## src/rtl/spi_flash_pkg.sv

```systemverilog
// Shared SPI flash opcodes, status masks and init FSM states.
// Imported by the init sequencer and the quad-read slave.
package spi_flash_pkg;

  localparam logic [7:0] OP_WREN  = 8'h06;
  localparam logic [7:0] OP_WRSR2 = 8'h31;
  localparam logic [7:0] OP_RDSR1 = 8'h05;
  localparam logic [7:0] OP_RDSR2 = 8'h35;
  localparam logic [7:0] OP_FRQIO = 8'hEB;

  localparam logic [7:0] SR2_QE   = 8'h02;
  localparam logic [7:0] SR1_BUSY = 8'h01;

  typedef enum logic [3:0] {
    PWRUP,
    WREN,
    GAP1,
    WRSR2,
    GAP2,
    RDSR1,
    GAP3,
    RDSR2,
    DONE,
    ERROR
  } state_t;

endpackage

```

## src/rtl/spi_byte_shifter.sv

```systemverilog
// Mode-0 SPI byte engine: one bit per two clocks, MSB first.
// A start during the last sck=1 cycle chains the next byte seamlessly.
module spi_byte_shifter (
  input  logic       clk,
  input  logic       rst_n,
  input  logic       start,
  input  logic [7:0] tx_byte,
  input  logic       io1_i,
  output logic       sck,
  output logic       io0_o,
  output logic [7:0] rx_byte,
  output logic       busy,
  output logic       done
);

  logic [6:0] tx_sr;
  logic [2:0] bit_cnt;

  assign done = busy & sck & (bit_cnt == 3'd7);

  always_ff @(posedge clk or negedge rst_n) begin
    if (!rst_n) begin
      sck     <= 1'b0;
      io0_o   <= 1'b0;
      rx_byte <= 8'h00;
      busy    <= 1'b0;
      tx_sr   <= 7'h00;
      bit_cnt <= 3'd0;
    end else begin
      if (busy && sck)
        rx_byte <= {rx_byte[6:0], io1_i};
      if (start) begin
        busy    <= 1'b1;
        sck     <= 1'b0;
        bit_cnt <= 3'd0;
        io0_o   <= tx_byte[7];
        tx_sr   <= tx_byte[6:0];
      end else if (busy) begin
        sck <= ~sck;
        if (sck) begin
          if (bit_cnt == 3'd7) begin
            busy  <= 1'b0;
            io0_o <= 1'b0;
          end else begin
            bit_cnt <= bit_cnt + 3'd1;
            io0_o   <= tx_sr[6];
            tx_sr   <= {tx_sr[5:0], 1'b0};
          end
        end
      end
    end
  end

endmodule

```

## src/rtl/spi_flash_init.sv

```systemverilog
// Power-up sequencer: sets QE in SR2, polls BUSY, verifies QE,
// then hands the flash pins to the quad-read slave.
module spi_flash_init
  import spi_flash_pkg::*;
#(
  parameter int PWRUP_CYCLES  = 1024,
  parameter int CS_GAP_CYCLES = 4,
  parameter int POLL_MAX      = 1000
) (
  input  logic ACLK,
  input  logic ARESETn,
  output logic cs_n,
  output logic sck,
  output logic io0_o,
  input  logic io1_i,
  output logic io2_o,
  output logic io3_o,
  output logic io_oe,
  output logic init_done,
  output logic init_err
);

  localparam int CW = $clog2(PWRUP_CYCLES + CS_GAP_CYCLES + 1);
  localparam int PW = $clog2(POLL_MAX + 1);

  state_t        state;
  state_t        frame_next;
  logic [CW-1:0] cnt;
  logic [PW-1:0] polls;
  logic [PW-1:0] polls_nxt;
  logic [1:0]    sub;
  logic          bidx;

  logic       in_frame;
  logic       two_byte;
  logic [7:0] op_byte;
  logic [7:0] arg_byte;
  logic       sh_start;
  logic       sh_busy;
  logic       sh_done;
  logic [7:0] sh_tx;
  logic [7:0] sh_rx;

  assign io2_o = 1'b1;
  assign io3_o = 1'b1;

  assign polls_nxt = (polls == PW'(POLL_MAX)) ? polls : polls + 1'b1;

  always_comb begin
    in_frame   = 1'b0;
    two_byte   = 1'b1;
    op_byte    = 8'h00;
    arg_byte   = 8'h00;
    frame_next = state;
    case (state)
      WREN: begin
        in_frame   = 1'b1;
        two_byte   = 1'b0;
        op_byte    = OP_WREN;
        frame_next = GAP1;
      end
      WRSR2: begin
        in_frame   = 1'b1;
        op_byte    = OP_WRSR2;
        arg_byte   = SR2_QE;
        frame_next = GAP2;
      end
      RDSR1: begin
        in_frame = 1'b1;
        op_byte  = OP_RDSR1;
        if ((sh_rx & SR1_BUSY) == 8'h00)
          frame_next = GAP3;
        else if (polls_nxt < PW'(POLL_MAX))
          frame_next = GAP2;
        else
          frame_next = ERROR;
      end
      RDSR2: begin
        in_frame   = 1'b1;
        op_byte    = OP_RDSR2;
        frame_next = ((sh_rx & SR2_QE) != 8'h00) ? DONE : ERROR;
      end
      default: ;
    endcase
    // Byte 2 is launched in the last sck=1 cycle of byte 1
    sh_start = in_frame &&
               ((sub == 2'd1 && !sh_busy) ||
                (sub == 2'd2 && sh_done && two_byte && !bidx));
    sh_tx = (sub == 2'd1) ? op_byte : arg_byte;
  end

  always_ff @(posedge ACLK or negedge ARESETn) begin
    if (!ARESETn) begin
      state     <= PWRUP;
      cs_n      <= 1'b1;
      io_oe     <= 1'b1;
      init_done <= 1'b0;
      init_err  <= 1'b0;
      cnt       <= '0;
      polls     <= '0;
      sub       <= 2'd0;
      bidx      <= 1'b0;
    end else if (in_frame) begin
      case (sub)
        2'd1: begin
          sub  <= 2'd2;
          bidx <= 1'b0;
        end
        2'd2: if (sh_done) begin
          if (two_byte && !bidx)
            bidx <= 1'b1;
          else
            sub <= 2'd3;
        end
        2'd3: begin
          cs_n  <= 1'b1;
          sub   <= 2'd0;
          cnt   <= '0;
          state <= frame_next;
          if (state == RDSR1)
            polls <= polls_nxt;
          if (frame_next == DONE) begin
            init_done <= 1'b1;
            io_oe     <= 1'b0;
          end
          if (frame_next == ERROR)
            init_err <= 1'b1;
        end
        default: sub <= 2'd1;
      endcase
    end else begin
      case (state)
        PWRUP: begin
          if (cnt == CW'(PWRUP_CYCLES - 1)) begin
            cnt   <= '0;
            cs_n  <= 1'b0;
            sub   <= 2'd1;
            state <= WREN;
          end else
            cnt <= cnt + 1'b1;
        end
        GAP1, GAP2, GAP3: begin
          if (cnt == CW'(CS_GAP_CYCLES - 1)) begin
            cnt  <= '0;
            cs_n <= 1'b0;
            sub  <= 2'd1;
            case (state)
              GAP1:    state <= WRSR2;
              GAP2:    state <= RDSR1;
              default: state <= RDSR2;
            endcase
          end else
            cnt <= cnt + 1'b1;
        end
        default: ;
      endcase
    end
  end

  spi_byte_shifter u_shift (
    .clk     (ACLK),
    .rst_n   (ARESETn),
    .start   (sh_start),
    .tx_byte (sh_tx),
    .io1_i   (io1_i),
    .sck     (sck),
    .io0_o   (io0_o),
    .rx_byte (sh_rx),
    .busy    (sh_busy),
    .done    (sh_done)
  );

endmodule

```

## config.mk

```make
export PLATFORM = sky130hd
export DESIGN_NAME = spi_flash_init
export DESIGN_NICKNAME = d
export VERILOG_FILES = /design/src/rtl/spi_flash_pkg.sv /design/src/rtl/spi_byte_shifter.sv /design/src/rtl/spi_flash_init.sv
export SDC_FILE = /design/constraint.sdc
export NUM_CORES = 1
export LEC_CHECK = 0
export CORE_ASPECT_RATIO = 1.2
export CORE_UTILIZATION = 61
export CTS_CLUSTER_SIZE = 16
export DETAILED_ROUTE_END_ITERATION = 7
export MAX_ROUTING_LAYER = met4
export PLACE_DENSITY_LB_ADDON = 0.1
export SYNTH_ARGS = -nofsm -noshare
export SYNTH_HDL_FRONTEND = slang
export SYNTH_HIERARCHICAL = 1
export SYNTH_SLANG_ARGS = --single-unit
```

## constraint.sdc

```tcl
create_clock -name ACLK -period 2.91 [get_ports ACLK]
set_input_delay 0.582 -clock ACLK [delete_from_list [all_inputs] [get_ports ACLK]]
set_output_delay 0.582 -clock ACLK [all_outputs]
set_load 0.05 [all_outputs]
```

---- Yosys cells after proc, flatten, opt, wreduce, memory -nomap -nowiden ----
Index checks and enable logic that the tools add are counted.
storage, ports and cells
  word-level logic and storage cells ...... 127
  register bits ........................... 47
cells by class
  equality and inequality tests ........... 24
  bitwise operators ....................... 3
  $lt $le $gt $ge ......................... 1
  add/sub/neg operators ................... 3
  reduce and logical (&&, ||, !) cells .... 27
  mux-type cells .......................... 54
operator list
  operator                                                                 count
  11-bit two-way mux                                                       4
  7-bit two-way mux                                                        4
  4-bit two-way mux                                                        6
  6-bit one-hot mux with 4 select lines                                    1
  11-bit one-hot mux with 2 select lines                                   1
  1-bit two-way mux                                                        19
  4-bit by 3-bit equality test with 1-bit output, second input constant    4
  4-bit one-hot mux with 4 select lines                                    1
  2-bit two-way mux                                                        6
  3-bit two-way mux                                                        4
  3-bit != test, second input constant                                     4
  3-bit AND reduction                                                      4
  11-bit by 1-bit adder with 11-bit output, second input constant          1
  11-bit by 10-bit equality test with 1-bit output, second input constant  1
  11-bit by 2-bit equality test with 1-bit output, second input constant   1
  10-bit by 1-bit adder with 10-bit output, second input constant          1
  10-bit equality test, second input constant                              1
  10-bit less-than comparator, second input constant                       1
  10-bit two-way mux                                                       1
  4-bit by 2-bit equality test with 1-bit output, second input constant    2
  4-bit equality test, second input constant                               2
  8-bit logical NOT                                                        1
  8-bit two-way mux                                                        1
  4-bit one-hot mux with 2 select lines                                    1
  other kinds (24)                                                         40

---- Longest topological paths before layout ----
Gate-level depths: netlist of the first run.
  depth after elaboration ................. 9
  gate-level depth with buffers ........... 9

---- By module ----
Netlist of the first run, hierarchy kept.
modules (own cells, without submodules)
  module            sequential area each (µm²)  cells an instance  area each (µm²)  times used
  spi_flash_init    803.3                       211                1928.1           1
  spi_byte_shifter  525.5                       65                 959.7            1

---- Worst setup path after synthesis of the first run ----
No wires, ideal clock.
  path kind ............................... flip-flop to flip-flop
  start point ............................. reg u_shift.sck
  end point ............................... reg u_shift.tx_sr[4]
  stages on the path, launching flop included .. 8
  data arrival time ....................... 2.038 ns
  period minus slack after synthesis ...... 2.163 ns
  path buffers ............................ 2
  library setup time ...................... 0.125 ns
  setup slack ............................. 0.747 ns
  cells stage by stage .................... dfrtp_1 and3_1 a32oi_1 nor2_1 buf_6 buf_4 mux2_2 mux2_4
between the ends
  word-level cells in the longest chain between the ends .. 9
ends and longest elaborated chain
  item                                                           line                    text
  start: declaration                                             spi_byte_shifter.sv:9   output logic sck,
  start signal: assignment                                       spi_byte_shifter.sv:39  sck <= ~sck;
  1-bit bitwise AND (*) (2 in a row)                             spi_byte_shifter.sv:19  assign done = busy & sck & (bit_cnt == 3'd7);
  named net sh_done                                              spi_flash_init.sv:40    logic sh_done;
  1-bit logical AND (*) (3 in a row)                             spi_flash_init.sv:88    (sub == 2'd2 && sh_done && two_byte && !bidx));
  1-bit logical OR (*)                                           spi_flash_init.sv:87    ((sub == 2'd1 && !sh_busy) ||
  1-bit logical AND (*)                                          spi_flash_init.sv:86    sh_start = in_frame &&
  named net sh_start                                             spi_flash_init.sv:38    logic sh_start;
  2-bit != test (no line) or 2-bit nonzero test (tied branches)  n/a
  3-bit AND reduction (no line)                                  n/a
  end signal: assignment                                         spi_byte_shifter.sv:37  tx_sr <= tx_byte[6:0];
  end signal: assignment                                         spi_byte_shifter.sv:47  tx_sr <= {tx_sr[5:0], 1'b0};
  end: declaration                                               spi_byte_shifter.sv:16  logic [6:0] tx_sr;
Mark *: on every way through the listed nets, which the timed path passes. The rest lies on a longest branch.
A chain may end at the register's enable or synchronous reset.

---- Final worst setup path of the first run ----
  start point ............................. reg u_shift.bit_cnt[0]
  end point ............................... reg u_shift.tx_sr[6]
between the ends
  word-level cells in the longest chain between the ends .. 9
ends and longest elaborated chain
  item                                                           line                    text
  start: declaration                                             spi_byte_shifter.sv:17  logic [2:0] bit_cnt;
  start signal: assignment                                       spi_byte_shifter.sv:45  bit_cnt <= bit_cnt + 3'd1;
  3-bit equality test (*)                                        spi_byte_shifter.sv:19
  1-bit bitwise AND (*)                                          spi_byte_shifter.sv:19
  named net sh_done                                              spi_flash_init.sv:40
  1-bit logical AND (*) (3 in a row)                             spi_flash_init.sv:88
  1-bit logical OR (*)                                           spi_flash_init.sv:87
  1-bit logical AND (*)                                          spi_flash_init.sv:86
  named net sh_start                                             spi_flash_init.sv:38
  2-bit != test (no line) or 2-bit nonzero test (tied branches)  n/a
  3-bit AND reduction (no line)                                  n/a
Marks and branches as above.

==> qor.csv, run 1 <==
metric;value;unit
R2R Setup Slk;0.44;ns
CTS Buf Count;5;
Worst R2R Start;u_shift/bit_cnt[0]$_DFFE_PN0P_;
TNS Setup;0;ns
Pwr Density;381;nW/um2
first-pass GRT wire length;8750;um
final wirelength;5170;um
CTS sink count;47;
crit path capture type;register;
Max VDD drop;347;uV
FILL cells;357;
fin nets;286;
final non-filler cell total;331;
crit path cell chain;ha_1 -> ha_1 -> and3_1 -> a32oi_1 -> nor2_1 -> buf_4 -> mux2_2 -> mux2_4;
Post-Synthesis Cell Area;2670;um2
Worst Setup SP;u_shift/bit_cnt[0]$_DFFE_PN0P_;
commonest non-fill, non-tap cell in the layout;dfrtp_1;
CP bufs+invs;1;
Setup crit start kind;register;
slew margin rel.;31.8;%
first drt pass iteration count;4;
yosys warns;6;
ANT cells;0;
Max Transition Viols Final;0;
Syn Inst Count;264;
critical path type;reg2reg;
post-CTS sizing;0;
Final min period;2.47;ns
multi-input logic area;1360;um2
Post-CTS Hold Buffers;0;
Fin. Hold Viols;0;
period utilization;84.7;%
Remaining Overflow, GRT;0;
root buffer cell;clkbuf_8;
Synth-to-Final Area Change;7.31;%
# IOs;11;
initial antenna violation count;0;
pin slew with the least headroom to its limit;1.02;ns
skew final;0.00687;ns
Vert. Die Dim;74.5;um
number of core rows;26;
hpwl dp;3780;um
cell total after placement;323;
Achievable Freq;406;MHz
vias;1919;
Global Route Usage Sum;25.2;%
RSZ-0062 raised after global routing;false;
reg2reg end;u_shift/tx_sr[6]$_DFFE_PN0P_;
highest-count cells in the layout ignoring fill and taps;45 x dfrtp_1, 25 x nand2_1, 21 x nor2_1;
clk_lat worst skew;0.30;ns
CP most frequent cell;ha_1;
Total Power;1.09;mW
Avg WL per Cell;15.6;um
worst-path fanout max;9;
# setup viols final;0;
WP data required;3.10;ns
Initial Utilization;63.1;%
Largest stage delay, worst path;0.41;ns
R2R cell count;8;
Leakage;1.35;nW
Register Area;1180;um2
die area;4650;um2
CP delay by family, top;simple AND/OR/NAND/NOR gates;
mean post-synth cell area;10.1;um2
critical path's slowest cell;nor2_1;
status;finished, final reports clean;
IO Port Bufs;8;
Post-route DRC;0;
Longest Clk Path Bufs;2;
core area;4230;um2
die extent in x;62.4;um
largest net degree at the start of global routing;48;
initial drt markers;80;
gp weighted congestion;0.917;
Routed Antenna Nets;0;
max_cap viols;0;
post-CTS setup buffer count;0;
layout cell share with drive strength beyond 1;13.8;%
Vias per Instance;5.80;
Min Hold Slack;0.448;ns
CP arrival;2.65;ns
vias in the first global route;1862;
CTS tree;done;
H-tree level count;2;
clk slew on worst S/H paths;0.09;ns
HP Class;in2async;
-- routing by layer --
layer / global-route usage, % / up-vias / wire length [um]
met5: - / - / 0
met4: 9.82 / 0 / 62
met3: 3.37 / 6 / 109
met2: 43.1 / 27 / 2670
met1: 30.8 / 946 / 2330
li1: - / 940 / -
-- area by class of cell --
type / instances / area share [%]
inverter: 13 / 1.70
multi-input combinational: 195 / 47.6
clock buffer: 6 / 2.88
tap: 56 / 2.45
clock inverter: 2 / 0.568
sequential: 47 / 41.1
timing repair buffer: 12 / 3.67
-- state kept, by name (all words and copies together) (netlist names) --
signal,cells
cnt,11
polls,10
u_shift/tx_sr,7
state,4
u_shift/bit_cnt,3
sub,2
u_shift/rx_byte,2
bidx,1
cs_n,1
init_done,1
init_err,1
io_oe,1
u_shift/busy,1
u_shift/io0_o,1
u_shift/sck,1
-- worst max path at each step --
stage,slack (ns),cells after the start,end
5_1_grt,0.29,8,u_shift/tx_sr[6]$_DFFE_PN0P_
2_1_floorplan,0.75,7,u_shift/tx_sr[4]$_DFFE_PN0P_
3_5_place_dp,0.45,8,u_shift/tx_sr[6]$_DFFE_PN0P_
4_1_cts,0.44,8,u_shift/tx_sr[6]$_DFFE_PN0P_
6_report,0.44,8,u_shift/tx_sr[6]$_DFFE_PN0P_
3_3_place_gp,0.60,8,u_shift/tx_sr[6]$_DFFE_PN0P_
-- power breakdown --
group	internal (mW)	total [mW]	switching (mW)
registers	0.653	0.654	0.000740
logic	0.00218	0.0206	0.0184
clock network	0.194	0.418	0.224
-- worst register-to-register path: stages (launching register included) --
cell and delay [ns]:
dfrtp_1 0.37, ha_1 0.16, ha_1 0.20, and3_1 0.23, a32oi_1 0.12, nor2_1 0.41
buf_4 0.26, mux2_2 0.34, mux2_4 0.26
-- through the flow --
| stage | util, % | cell area [um2] | setup slack (ns) |
|---|---|---|---|
| 2_1_floorplan | - | 2680 | 0.747 |
| 3_3_place_gp | 65.4 | 2770 | 0.600 |
| 6_report | 67.8 | 2870 | 0.444 |
| 4_1_cts | 67.8 | 2870 | 0.443 |
| 5_1_grt | 67.8 | 2870 | 0.286 |
| 3_5_place_dp | 65.4 | 2770 | 0.447 |
Note: power is estimated with default switching activity, not from simulation.
==> inputs of run 2 (changes only) <==
--- a/config.mk
+++ b/config.mk
@@ -6,7 +6,7 @@
 export NUM_CORES = 1
 export LEC_CHECK = 0
 export CORE_ASPECT_RATIO = 1.2
-export CORE_UTILIZATION = 61
+export CORE_UTILIZATION = 55
 export CTS_CLUSTER_SIZE = 16
 export DETAILED_ROUTE_END_ITERATION = 7
 export MAX_ROUTING_LAYER = met4
==> constraint.sdc (replaced) <==
create_clock -name ACLK -period 2.2 [get_ports ACLK]
set_input_delay 0.44 -clock ACLK [delete_from_list [all_inputs] [get_ports ACLK]]
set_output_delay 0.44 -clock ACLK [all_outputs]
set_load 0.05 [all_outputs]
==> run 2 against run 1 <==
Critical path depth stayed put. Sequential cell count unchanged. Routed wire length decreased by 3.9%. Setup slack got worse by 0.31 ns. Worst hold slack gained 0.031 ns. First-iteration DRC count rose by 34%. Sequential share of layout area decreased by 2.3 points. Final area up 6.0%. Non-clock buffer count grew 16. Die area rose by 11%. Clock skew hardly changed.
==> qor.csv, run 2 (synthesis results as in run 1) <==
metric;value;unit
die area;5140;um2
Sw Ratio;19.2;%
number of core rows;27;
Worst R2R Start;u_shift/bit_cnt[0]$_DFFE_PN0P_;
WP data required;2.38;ns
H-tree level count;2;
combinational cell fraction of total power;1.9;%
Global Route Usage Sum;22.7;%
Achievable Freq;483;MHz
critical path type;reg2reg;
Longest Clk Path Bufs;2;
period utilization;94.0;%
highest-count cells in the layout ignoring fill and taps;45 x dfrtp_1, 25 x nand2_1, 21 x nor2_1;
Seq pwr share;52.8;%
met1 GRT Util;29.5;%
Max VDD drop;346;uV
vias;1944;
cell total after placement;338;
Fin. Hold Viols;0;
reg2reg end;u_shift/tx_sr[3]$_DFFE_PN0P_;
Synth-to-Final Area Change;13.8;%
gp weighted congestion;0.884;
fin area;3040;um2
core area;4630;um2
hpwl dp;3690;um
clk_lat worst skew;0.29;ns
# setup viols final;0;
CP arrival;2.25;ns
layer with the highest usage;met2;
Setup WS post-layout;0.132;ns
CTS Buf Count;5;
status;finished, final reports clean;
R2R cell count;8;
slew margin rel.;63.8;%
final core occ;65.6;%
Leakage;1.46;nW
worst-path fanout max;15;
first drt pass iteration count;4;
fin nets;302;
FILL cells;376;
met2 Resource Use GR;36.1;%
pin slew with the least headroom to its limit;0.537;ns
M3 GR Usage;3.63;%
max_cap viols;0;
die extent in x;65.6;um
crit path capture type;register;
Initial Utilization;57.7;%
first-pass GRT wire length;8760;um
Routed Antenna Nets;0;
ANT cells;0;
# IOs;11;
initial drt markers;107;
CTS tree;done;
Psw;314;uW
Post-route DRC;0;
max FFs per register;11;
commonest non-fill, non-tap cell in the layout;dfrtp_1;
HP Class;in2async;
pre-CTS setup slack;0.0410;ns
CTS sink count;47;
Clk network pwr share;45.3;%
root buffer cell;clkbuf_8;
Pwr Density;540;nW/um2
Final min period;2.07;ns
largest net degree at the start of global routing;25;
Max Transition Viols Final;0;
Setup crit start kind;register;
clk slew on worst S/H paths;0.09;ns
largest registers;cnt x11, polls x10, u_shift/tx_sr x7;
Vias per Instance;5.57;
R2R Setup Slk;0.13;ns
placed cell area;2870;um2
vias in the first global route;1921;
IO Port Bufs;8;
RSZ-0062 raised after global routing;false;
P_int;1.32;mW
final wirelength;4970;um
Avg WL per Cell;14.2;um
Vert. Die Dim;78.3;um
Remaining Overflow, GRT;0;
skew final;0.00710;ns
TNS Setup;0;ns
Total Power;1.64;mW
initial antenna violation count;0;
layout cell share with drive strength beyond 1;18.6;%
Min Hold Slack;0.479;ns
final non-filler cell total;349;
Biggest register;cnt;
## run 2: power groups by stage
| stage | combinational, mW | clock, mW | sequential [mW] |
|---|---|---|---|
| floorplan | 0.0115 | 0 | 0.882 |
| global placement | 0.0314 | 0 | 0.882 |
| detailed placement | 0.0320 | 0 | 0.882 |
| CTS | 0.0333 | 0.763 | 0.865 |
| global route | 0.0366 | 0.802 | 0.865 |
| finish | 0.0316 | 0.742 | 0.865 |
## run 2: repair_timing
item | in CTS | in global routing
endpoints found under the setup margin | 0 | 7
buffers inserted | 0 | 2
hold buffers | 1 | 0
hold endpoints to repair | 4 | 0
gates resized for setup | 0 | 3
## run 2: critical path, cell delays in order (launching register included)
cell	delay [ns]
dfrtp_1	0.39
ha_1	0.20
ha_2	0.19
and3_1	0.17
a32oi_1	0.19
nor2_1	0.07
buf_6	0.16
nor2b_4	0.26
mux2_4	0.33
## run 2: worst max-delay path by stage
stage | start | end | cells after the start
6_report | u_shift/bit_cnt[0]$_DFFE_PN0P_ | u_shift/tx_sr[3]$_DFFE_PN0P_ | 8
5_1_grt | polls[0]$_DFFE_PN0P_ | state[0]$_DFFE_PN0P_ | 6
4_1_cts | u_shift/bit_cnt[0]$_DFFE_PN0P_ | u_shift/tx_sr[5]$_DFFE_PN0P_ | 8
3_5_place_dp | u_shift/bit_cnt[0]$_DFFE_PN0P_ | u_shift/tx_sr[5]$_DFFE_PN0P_ | 8
3_3_place_gp | u_shift/bit_cnt[0]$_DFFE_PN0P_ | u_shift/tx_sr[3]$_DFFE_PN0P_ | 8
2_1_floorplan | u_shift/sck$_DFFE_PN0P_ | u_shift/tx_sr[4]$_DFFE_PN0P_ | 7
## run 2: final cells by class
class / count / area (um2) / area share, %
timing repair buffer: 28 / 231 / 7.62
sequential: 47 / 1180 / 38.8
multi-input combinational: 195 / 1370 / 45.2
tap: 58 / 72.6 / 2.39
inverter: 13 / 48.8 / 1.61
clock buffer: 6 / 72.6 / 2.39
clock inverter: 2 / 60.1 / 1.98
## run 2: per-layer routing
layer	up-vias	wire, um
met5	-	0
met3	5	95
li1	972	-
met1	941	2320
met2	26	2510
met4	0	46
